--- config.mk ---
export PLATFORM = sky130hd
export DESIGN_NAME = vmx_requant_flat
export DESIGN_NICKNAME = d
export VERILOG_FILES = /design/src/rtl/vmx_requant_if.sv /design/src/rtl/vmx_requant.sv /design/src/flat_wrapper.sv
export SDC_FILE = /design/constraint.sdc
export NUM_CORES = 2
export LEC_CHECK = 0
export CAP_MARGIN = 20
export CORE_MARGIN = 3
export CORE_UTILIZATION = 59
export CTS_CLUSTER_DIAMETER = 40
export CTS_CLUSTER_SIZE = 12
export DETAILED_ROUTE_END_ITERATION = 8
export GPL_TIMING_DRIVEN = 0
export PLACE_DENSITY = 0.79
export SYNTH_ARGS = -nofsm -noshare
export SYNTH_HDL_FRONTEND = slang
export SYNTH_SLANG_ARGS = --single-unit
--- constraint.sdc ---
create_clock -name clk -period 7 [get_ports clk]
set_input_delay 1.05 -clock clk [delete_from_list [all_inputs] [get_ports clk]]
set_output_delay 1.05 -clock clk [all_outputs]
set_load 0.01 [all_outputs]
--- src/rtl/vmx_requant_if.sv ---
// Requantizer bus: job control, result-buffer read port and
// input-buffer write port.
interface vmx_requant_if #(
    parameter int LANES  = 4,
    parameter int ACC_W  = 32,
    parameter int OUT_W  = 16,
    parameter int ADDR_W = 8
);
    logic                     start;
    logic [ADDR_W-1:0]        rbase_addr;
    logic [ADDR_W-1:0]        wbase_addr;
    logic [ADDR_W-1:0]        count;
    logic [4:0]               shift;
    logic                     relu_en;
    logic [LANES*ACC_W-1:0]   bias;
    logic                     rd_en;
    logic [ADDR_W-1:0]        rd_addr;
    logic [LANES*ACC_W-1:0]   rd_data;
    logic                     wr_en;
    logic [ADDR_W-1:0]        wr_addr;
    logic [LANES*OUT_W-1:0]   wr_data;
    logic                     busy;
    logic                     done;
    logic [ADDR_W-1:0]        sat_cnt;

    modport slave (
        input  start, rbase_addr, wbase_addr, count,
        input  shift, relu_en, bias, rd_data,
        output rd_en, rd_addr, wr_en, wr_addr, wr_data,
        output busy, done, sat_cnt
    );

    modport master (
        output start, rbase_addr, wbase_addr, count,
        output shift, relu_en, bias, rd_data,
        input  rd_en, rd_addr, wr_en, wr_addr, wr_data,
        input  busy, done, sat_cnt
    );
endinterface

--- src/rtl/vmx_requant.sv ---
// Requantizer: bias add, rounding shift, ReLU and 16-bit
// saturation from result buffer to input buffer.
module vmx_requant #(
    parameter int LANES  = 4,
    parameter int ACC_W  = 32,
    parameter int OUT_W  = 16,
    parameter int ADDR_W = 8
) (
    input  logic          clk,
    input  logic          rst_n,
    vmx_requant_if.slave  bus
);
    localparam int SW = ACC_W + 2;
    localparam int NW = ADDR_W + 1;

    typedef enum logic [1:0] {
        IDLE,
        READ,
        DRAIN,
        FIN
    } state_t;

    state_t state, state_nx;

    logic [ADDR_W-1:0]      rem;
    logic [ADDR_W-1:0]      wptr;
    logic [4:0]             shift_q;
    logic                   relu_q;
    logic [LANES*ACC_W-1:0] bias_q;
    logic                   rv;
    logic                   s1_v;
    logic [LANES-1:0][SW-1:0] s1_q;
    logic [LANES-1:0][SW-1:0] s1_d;
    logic [LANES-1:0][SW-1:0] sh_v;
    logic [SW-1:0]          rnd;
    logic [SW-1:0]          a_ext;
    logic [SW-1:0]          b_ext;
    logic [LANES*OUT_W-1:0] q_d;
    logic [NW-1:0]          nsat;
    logic [NW-1:0]          sat_sum;
    logic [ADDR_W-1:0]      sat_nx;
    logic                   accept;

    assign accept = (state == IDLE) && bus.start;

    always_comb begin
        state_nx = state;
        unique case (state)
            IDLE: begin
                if (bus.start) begin
                    if (bus.count == '0) state_nx = FIN;
                    else                 state_nx = READ;
                end
            end
            READ: begin
                if (rem == '0) state_nx = DRAIN;
            end
            DRAIN: begin
                if (!rv && !s1_v) state_nx = FIN;
            end
            FIN: begin
                state_nx = IDLE;
            end
            default: state_nx = IDLE;
        endcase
    end

    // Stage 1: 34-bit sum leaves room for bias plus the rounding half-LSB.
    always_comb begin
        rnd   = (SW'(1) << shift_q) >> 1;
        s1_d  = '0;
        a_ext = '0;
        b_ext = '0;
        for (int k = 0; k < LANES; k++) begin
            a_ext = {{2{bus.rd_data[k*ACC_W+ACC_W-1]}},
                     bus.rd_data[k*ACC_W +: ACC_W]};
            b_ext = {{2{bias_q[k*ACC_W+ACC_W-1]}},
                     bias_q[k*ACC_W +: ACC_W]};
            s1_d[k] = a_ext + b_ext + rnd;
        end
    end

    // Stage 2: ReLU before the range check so zeroing never counts as a clamp.
    always_comb begin
        sh_v = '0;
        q_d  = '0;
        nsat = '0;
        for (int k = 0; k < LANES; k++) begin
            sh_v[k] = $signed(s1_q[k]) >>> shift_q;
            if (relu_q && sh_v[k][SW-1]) sh_v[k] = '0;
            if ((sh_v[k][SW-1:OUT_W-1] == '0) ||
                (sh_v[k][SW-1:OUT_W-1] == '1)) begin
                q_d[k*OUT_W +: OUT_W] = sh_v[k][OUT_W-1:0];
            end else begin
                nsat = nsat + NW'(1);
                if (sh_v[k][SW-1])
                    q_d[k*OUT_W +: OUT_W] = {1'b1, {(OUT_W-1){1'b0}}};
                else
                    q_d[k*OUT_W +: OUT_W] = {1'b0, {(OUT_W-1){1'b1}}};
            end
        end
        sat_sum = {1'b0, bus.sat_cnt} + nsat;
        sat_nx  = sat_sum[NW-1] ? '1 : sat_sum[ADDR_W-1:0];
    end

    always_ff @(posedge clk or negedge rst_n) begin
        if (!rst_n) begin
            state       <= IDLE;
            bus.busy    <= 1'b0;
            bus.done    <= 1'b0;
            bus.rd_en   <= 1'b0;
            bus.rd_addr <= '0;
            rem         <= '0;
            shift_q     <= '0;
            relu_q      <= 1'b0;
            bias_q      <= '0;
        end else begin
            state    <= state_nx;
            bus.busy <= (state_nx != IDLE);
            bus.done <= (state_nx == FIN);
            if (accept) begin
                shift_q <= bus.shift;
                relu_q  <= bus.relu_en;
                bias_q  <= bus.bias;
                rem     <= bus.count - ADDR_W'(1);
                if (bus.count != '0) begin
                    bus.rd_en   <= 1'b1;
                    bus.rd_addr <= bus.rbase_addr;
                end
            end else if (state == READ) begin
                if (rem == '0) begin
                    bus.rd_en   <= 1'b0;
                    bus.rd_addr <= '0;
                end else begin
                    bus.rd_addr <= bus.rd_addr + ADDR_W'(1);
                    rem         <= rem - ADDR_W'(1);
                end
            end
        end
    end

    always_ff @(posedge clk or negedge rst_n) begin
        if (!rst_n) begin
            rv          <= 1'b0;
            s1_v        <= 1'b0;
            s1_q        <= '0;
            wptr        <= '0;
            bus.wr_en   <= 1'b0;
            bus.wr_addr <= '0;
            bus.wr_data <= '0;
            bus.sat_cnt <= '0;
        end else begin
            rv        <= bus.rd_en;
            s1_v      <= rv;
            if (rv) s1_q <= s1_d;
            bus.wr_en   <= s1_v;
            bus.wr_addr <= s1_v ? wptr : '0;
            bus.wr_data <= s1_v ? q_d : '0;
            if (accept) begin
                wptr        <= bus.wbase_addr;
                bus.sat_cnt <= '0;
            end else if (s1_v) begin
                wptr        <= wptr + ADDR_W'(1);
                bus.sat_cnt <= sat_nx;
            end
        end
    end
endmodule

--- src/flat_wrapper.sv ---
// flat-port wrapper written by rule: the top's interface ports become plain ports
module vmx_requant_flat 
#(
    parameter int LANES  = 4,
    parameter int ACC_W  = 32,
    parameter int OUT_W  = 16,
    parameter int ADDR_W = 8
)
  (clk, rst_n, bus_start, bus_rbase_addr, bus_wbase_addr, bus_count, bus_shift, bus_relu_en, bus_bias, bus_rd_data, bus_rd_en, bus_rd_addr, bus_wr_en, bus_wr_addr, bus_wr_data, bus_busy, bus_done, bus_sat_cnt);
  vmx_requant_if #(.LANES(LANES), .ACC_W(ACC_W), .OUT_W(OUT_W), .ADDR_W(ADDR_W)) bus_i ();
  input  logic clk;
  input  logic rst_n;
  input wire logic [$bits(bus_i.start)-1:0] bus_start;
  input wire logic [$bits(bus_i.rbase_addr)-1:0] bus_rbase_addr;
  input wire logic [$bits(bus_i.wbase_addr)-1:0] bus_wbase_addr;
  input wire logic [$bits(bus_i.count)-1:0] bus_count;
  input wire logic [$bits(bus_i.shift)-1:0] bus_shift;
  input wire logic [$bits(bus_i.relu_en)-1:0] bus_relu_en;
  input wire logic [$bits(bus_i.bias)-1:0] bus_bias;
  input wire logic [$bits(bus_i.rd_data)-1:0] bus_rd_data;
  output wire logic [$bits(bus_i.rd_en)-1:0] bus_rd_en;
  output wire logic [$bits(bus_i.rd_addr)-1:0] bus_rd_addr;
  output wire logic [$bits(bus_i.wr_en)-1:0] bus_wr_en;
  output wire logic [$bits(bus_i.wr_addr)-1:0] bus_wr_addr;
  output wire logic [$bits(bus_i.wr_data)-1:0] bus_wr_data;
  output wire logic [$bits(bus_i.busy)-1:0] bus_busy;
  output wire logic [$bits(bus_i.done)-1:0] bus_done;
  output wire logic [$bits(bus_i.sat_cnt)-1:0] bus_sat_cnt;
  assign bus_i.start = bus_start;
  assign bus_i.rbase_addr = bus_rbase_addr;
  assign bus_i.wbase_addr = bus_wbase_addr;
  assign bus_i.count = bus_count;
  assign bus_i.shift = bus_shift;
  assign bus_i.relu_en = bus_relu_en;
  assign bus_i.bias = bus_bias;
  assign bus_i.rd_data = bus_rd_data;
  assign bus_rd_en = bus_i.rd_en;
  assign bus_rd_addr = bus_i.rd_addr;
  assign bus_wr_en = bus_i.wr_en;
  assign bus_wr_addr = bus_i.wr_addr;
  assign bus_wr_data = bus_i.wr_data;
  assign bus_busy = bus_i.busy;
  assign bus_done = bus_i.done;
  assign bus_sat_cnt = bus_i.sat_cnt;
  vmx_requant #(.LANES(LANES), .ACC_W(ACC_W), .OUT_W(OUT_W), .ADDR_W(ADDR_W)) u_core (.clk(clk), .rst_n(rst_n), .bus(bus_i));
endmodule
==> flow_summary_export.csv <==
group,metric,value,unit
setup_path,regToRegSetupSlack,0.11,ns
synth,synth.net_count,4589,
clock_tree,cts.htree.levels,3,
run_status,outcome,"finished clean",
timing,fin_setup_tns,0,ns
clock_tree,clockRootBuffer,"clkbuf_16",
synth,synthXorXnorAreaFrac,5.82,%
global_route,met2_usage,71.8,%
setup_path,endpoint_kind,"register",
route,vias,36663,
min_path,holdCritPathClass,"in2async",
floorplanning,core_area,56800,sq um
synth,synth.area.mux_share,14.1,%
route,viasPerCell,6.92,
timing,grt_setup_unrepaired,"false",
place,dpl-instance-area,39000,sq um
finish,num-fill-cells,3917,
setup_path,r2r_cells,18,
global_route,grt_usage,47.8,%
synth,synth_top_area_share,28.0,%
timing,maxSlewHeadroom,13.5,%
route,drt-total-wl,148000,um
synth,synth_warnings,0,
synth,synth_top_cell_by_area,"dfrtp_1",
setup_path,critPathLaunch,"u_core.shift_q[2]",
synth,yosys.area_share.simple,18.0,%
setup_path,timing.rr.end,"u_core.s1_q[135]",
finish,layout.cells.most_common_list,"708 x nand2_1, 382 x dfrtp_1, 379 x clkdlybuf4s50_1",
finish,layout.nets,5042,
finish,final_area,41500,sq um
clock_tree,cts_sinks,382,
global_route,grt_pass1_vias,35901,
global_route,grt_most_used_layer,"met2",
run,drv_cap,0,
route,wire_per_inst,27.9,um
route,ant_nets,0,
place,pre_cts_slack,-1.41,ns
floorplanning,die_h,247,um
synth,synth_ff_type,"dfrtp_1",
floorplanning,dieArea,60900,sq um
route,drt_pre_antenna_iters,9,
clock_tree,cts_made_buffers,67,
finish,area_growth,21.5,%
timing,worst_slew_pin_slew,1.30,ns
place,numPortBuffers,380,
timing,period_needed,6.89,ns
setup_path,cp-start-kind,"register",
synth,yosys-top-cells-area,"dfrtp_1 28%, ha_1 9.6%, nand2_1 7.8%",
global_route,antenna_found_initial,8,
finish,mostFrequentLayoutCell,"nand2_1",
global_route,grt_util_met3,15.8,%
floorplanning,row_count,87,
synth,synth_async_sr_flop_share,100,%
timing,fin_crit_sh,98.4,%
synth,synth_seq_area_share,28.0,%
place,dp_hpwl,115000,um
global_route,grt_pass1_wl,220000,um
clock_tree,clockBufferDepth,3,
synth,synth-seq-cells,382,
route,drc,0,
clock_tree,cts_tree,"done",
finish,utilization,73.1,%
timing,fin_skew,0.0217,ns
global_route,use_met1,58.6,%
finish,drive_gt1_share,10.7,%
global_route,grt_max_degree,115,
synth,synth_top_family_by_area,"compound AO/OA/AOI/OAI gates",
timing,timing.final.ws_setup,0.109,ns
global_route,grt_overflow,0,
timing,finalMaxSlewViolations,0,
setup_path,path_max_fanout,19,
synth,synth.distinct_cells,91,
synth,synth_edf_count,0,
synth,synth_area_per_cell,8.48,sq um
clock_tree,clk_pin_slew,0.05,ns
synth,syn_inst,4029,
floorplanning,die_w,247,um
setup_path,crit_type,"reg2reg",
setup_path,cp_data_required_time,7.57,ns
timing,setup_viol,0,
floorplanning,boundaryPins,381,
setup_path,r2r_start,"u_core.shift_q[2]",
synth,netlist_area,34200,sq um
clock_tree,ctsHoldBuffers,0,
synth,yosys.area_share.adder,10.1,%
timing,hold_viol,0,
timing,fmax,145,MHz
synth,synth_compound_area_share,20.6,%
setup_path,critical_path_arrival,7.46,ns
clock_tree,clk_latency,0.64,ns
route,drtIter0Drc,4581,
finish,multi_input_area,23500,sq um
floorplanning,start_util,60.2,%
place,place_congestion,1.05,
finish,seqCellArea,9560,sq um
timing repair:
action	4_1_cts	5_1_grt
gates cloned	0	0
setup buffers	0	3
pin swaps	0	1
resized for setup	22	20
endpoints found under the setup margin	53	36
per-stage QoR:
stage | hold slack (ns) | cells
finish | 0.360 | 5300
global route | 0.417 | 5294
CTS | 0.417 | 5289
detailed placement | 0.426 | 5169
global placement | 0.431 | 5165
floorplan | 0.392 | 4029
final cells by class:
class / instances / share of cell area [%]
Buffer: 186 / 2.07
Inverter: 87 / 0.786
Clock buffer: 72 / 4.15
Multi-Input combinational cell: 3368 / 56.7
Sequential cell: 382 / 23.0
Timing Repair Buffer: 390 / 9.56
Clock inverter: 51 / 1.42
Tap cell: 756 / 2.28
Antenna cell: 8 / 0.0482
cells by family (layout without fill, tap and decap cells):
kind of cell | after synthesis | count (layout)
multiplexers | 358 | 358
buffers and inverters | 279 | 786
other | 1 | 9
XOR/XNOR | 227 | 227
flip-flops | 382 | 382
adder cells (fa/ha/maj) | 271 | 271
AND/OR/NAND/NOR | 1391 | 1391
AO/OA/AOI/OAI | 1120 | 1120
sequential cells by signal, summed over array words and instances, names as in the netlist:
signal	flops
u_core.bias_q	128
u_core.bus.busy	1
u_core.bus.done	1
u_core.bus.rd_addr	8
u_core.bus.rd_en	1
u_core.bus.sat_cnt	8
u_core.bus.wr_addr	8
u_core.bus.wr_data	64
u_core.bus.wr_en	1
u_core.relu_q	1
u_core.rem	8
u_core.rv	1
u_core.s1_q	136
u_core.s1_v	1
u_core.shift_q	5
u_core.state	2
u_core.wptr	8
cell usage after synthesis, types with 12 or more instances:
cell type / number
or2_2: 15
or3_1: 17
mux4_2: 79
a211oi_1: 67
and3_1: 36
o31ai_1: 18
a21o_1: 105
dfrtp_1: 382
mux2i_1: 109
nand4_1: 22
o21a_1: 44
o211ai_1: 23
nor2_1: 288
buf_1: 31
ha_1: 262
nor3_1: 66
a31oi_1: 50
xnor2_1: 161
inv_1: 83
nand2_1: 708
xor2_1: 66
a2111oi_0: 12
o21ai_0: 263
nor2b_1: 52
a21oi_1: 344
and2_1: 29
nand2b_1: 35
o21bai_1: 39
nand3_1: 61
nor4_1: 16
mux2_2: 163
clkbuf_1: 120
buf_2: 29
routing by layer:
layer  routed length (um)  part of all wire [%]
met1                54000                    36
met2                63200                    43
met3                18300                    12
met4                12300                   8.3
met5                   58                 0.039
worst max-delay path, cell delays in order, from the launching register on:
cell and delay [ns]:
dfrtp_1 0.40, buf_2 0.26, buf_2 0.29, buf_2 0.52
clkbuf_1 0.59, buf_1 0.57, nand3_1 0.42, nor2_4 0.42
ha_1 0.36, a21oi_1 0.16, o211ai_1 0.17, a221oi_4 0.50
a21oi_1 0.34, a2111oi_1 0.66, o21ai_0 0.19, o211ai_1 0.17
o21ai_0 0.20, a21oi_1 0.36, mux2_2 0.22
how the worst max path moves through the flow:
| stage | end | slack [ns] | depth (start not counted) |
|---|---|---|---|
| 5_1_grt | u_core.s1_q[135] | 0.009 | 16 |
| 3_3_place_gp | u_core.bus.rd_addr[5] | -11.33 | 1 |
| 6_report | u_core.s1_q[135] | 0.11 | 18 |
| 2_1_floorplan | u_core.s1_q[100] | 1.35 | 23 |
| 3_5_place_dp | u_core.s1_q[135] | -1.41 | 19 |
| 4_1_cts | u_core.s1_q[135] | 0.02 | 17 |
Power is not shown: default switching activity piles up to over one toggle a cycle in this logic, so the estimate is an artifact.
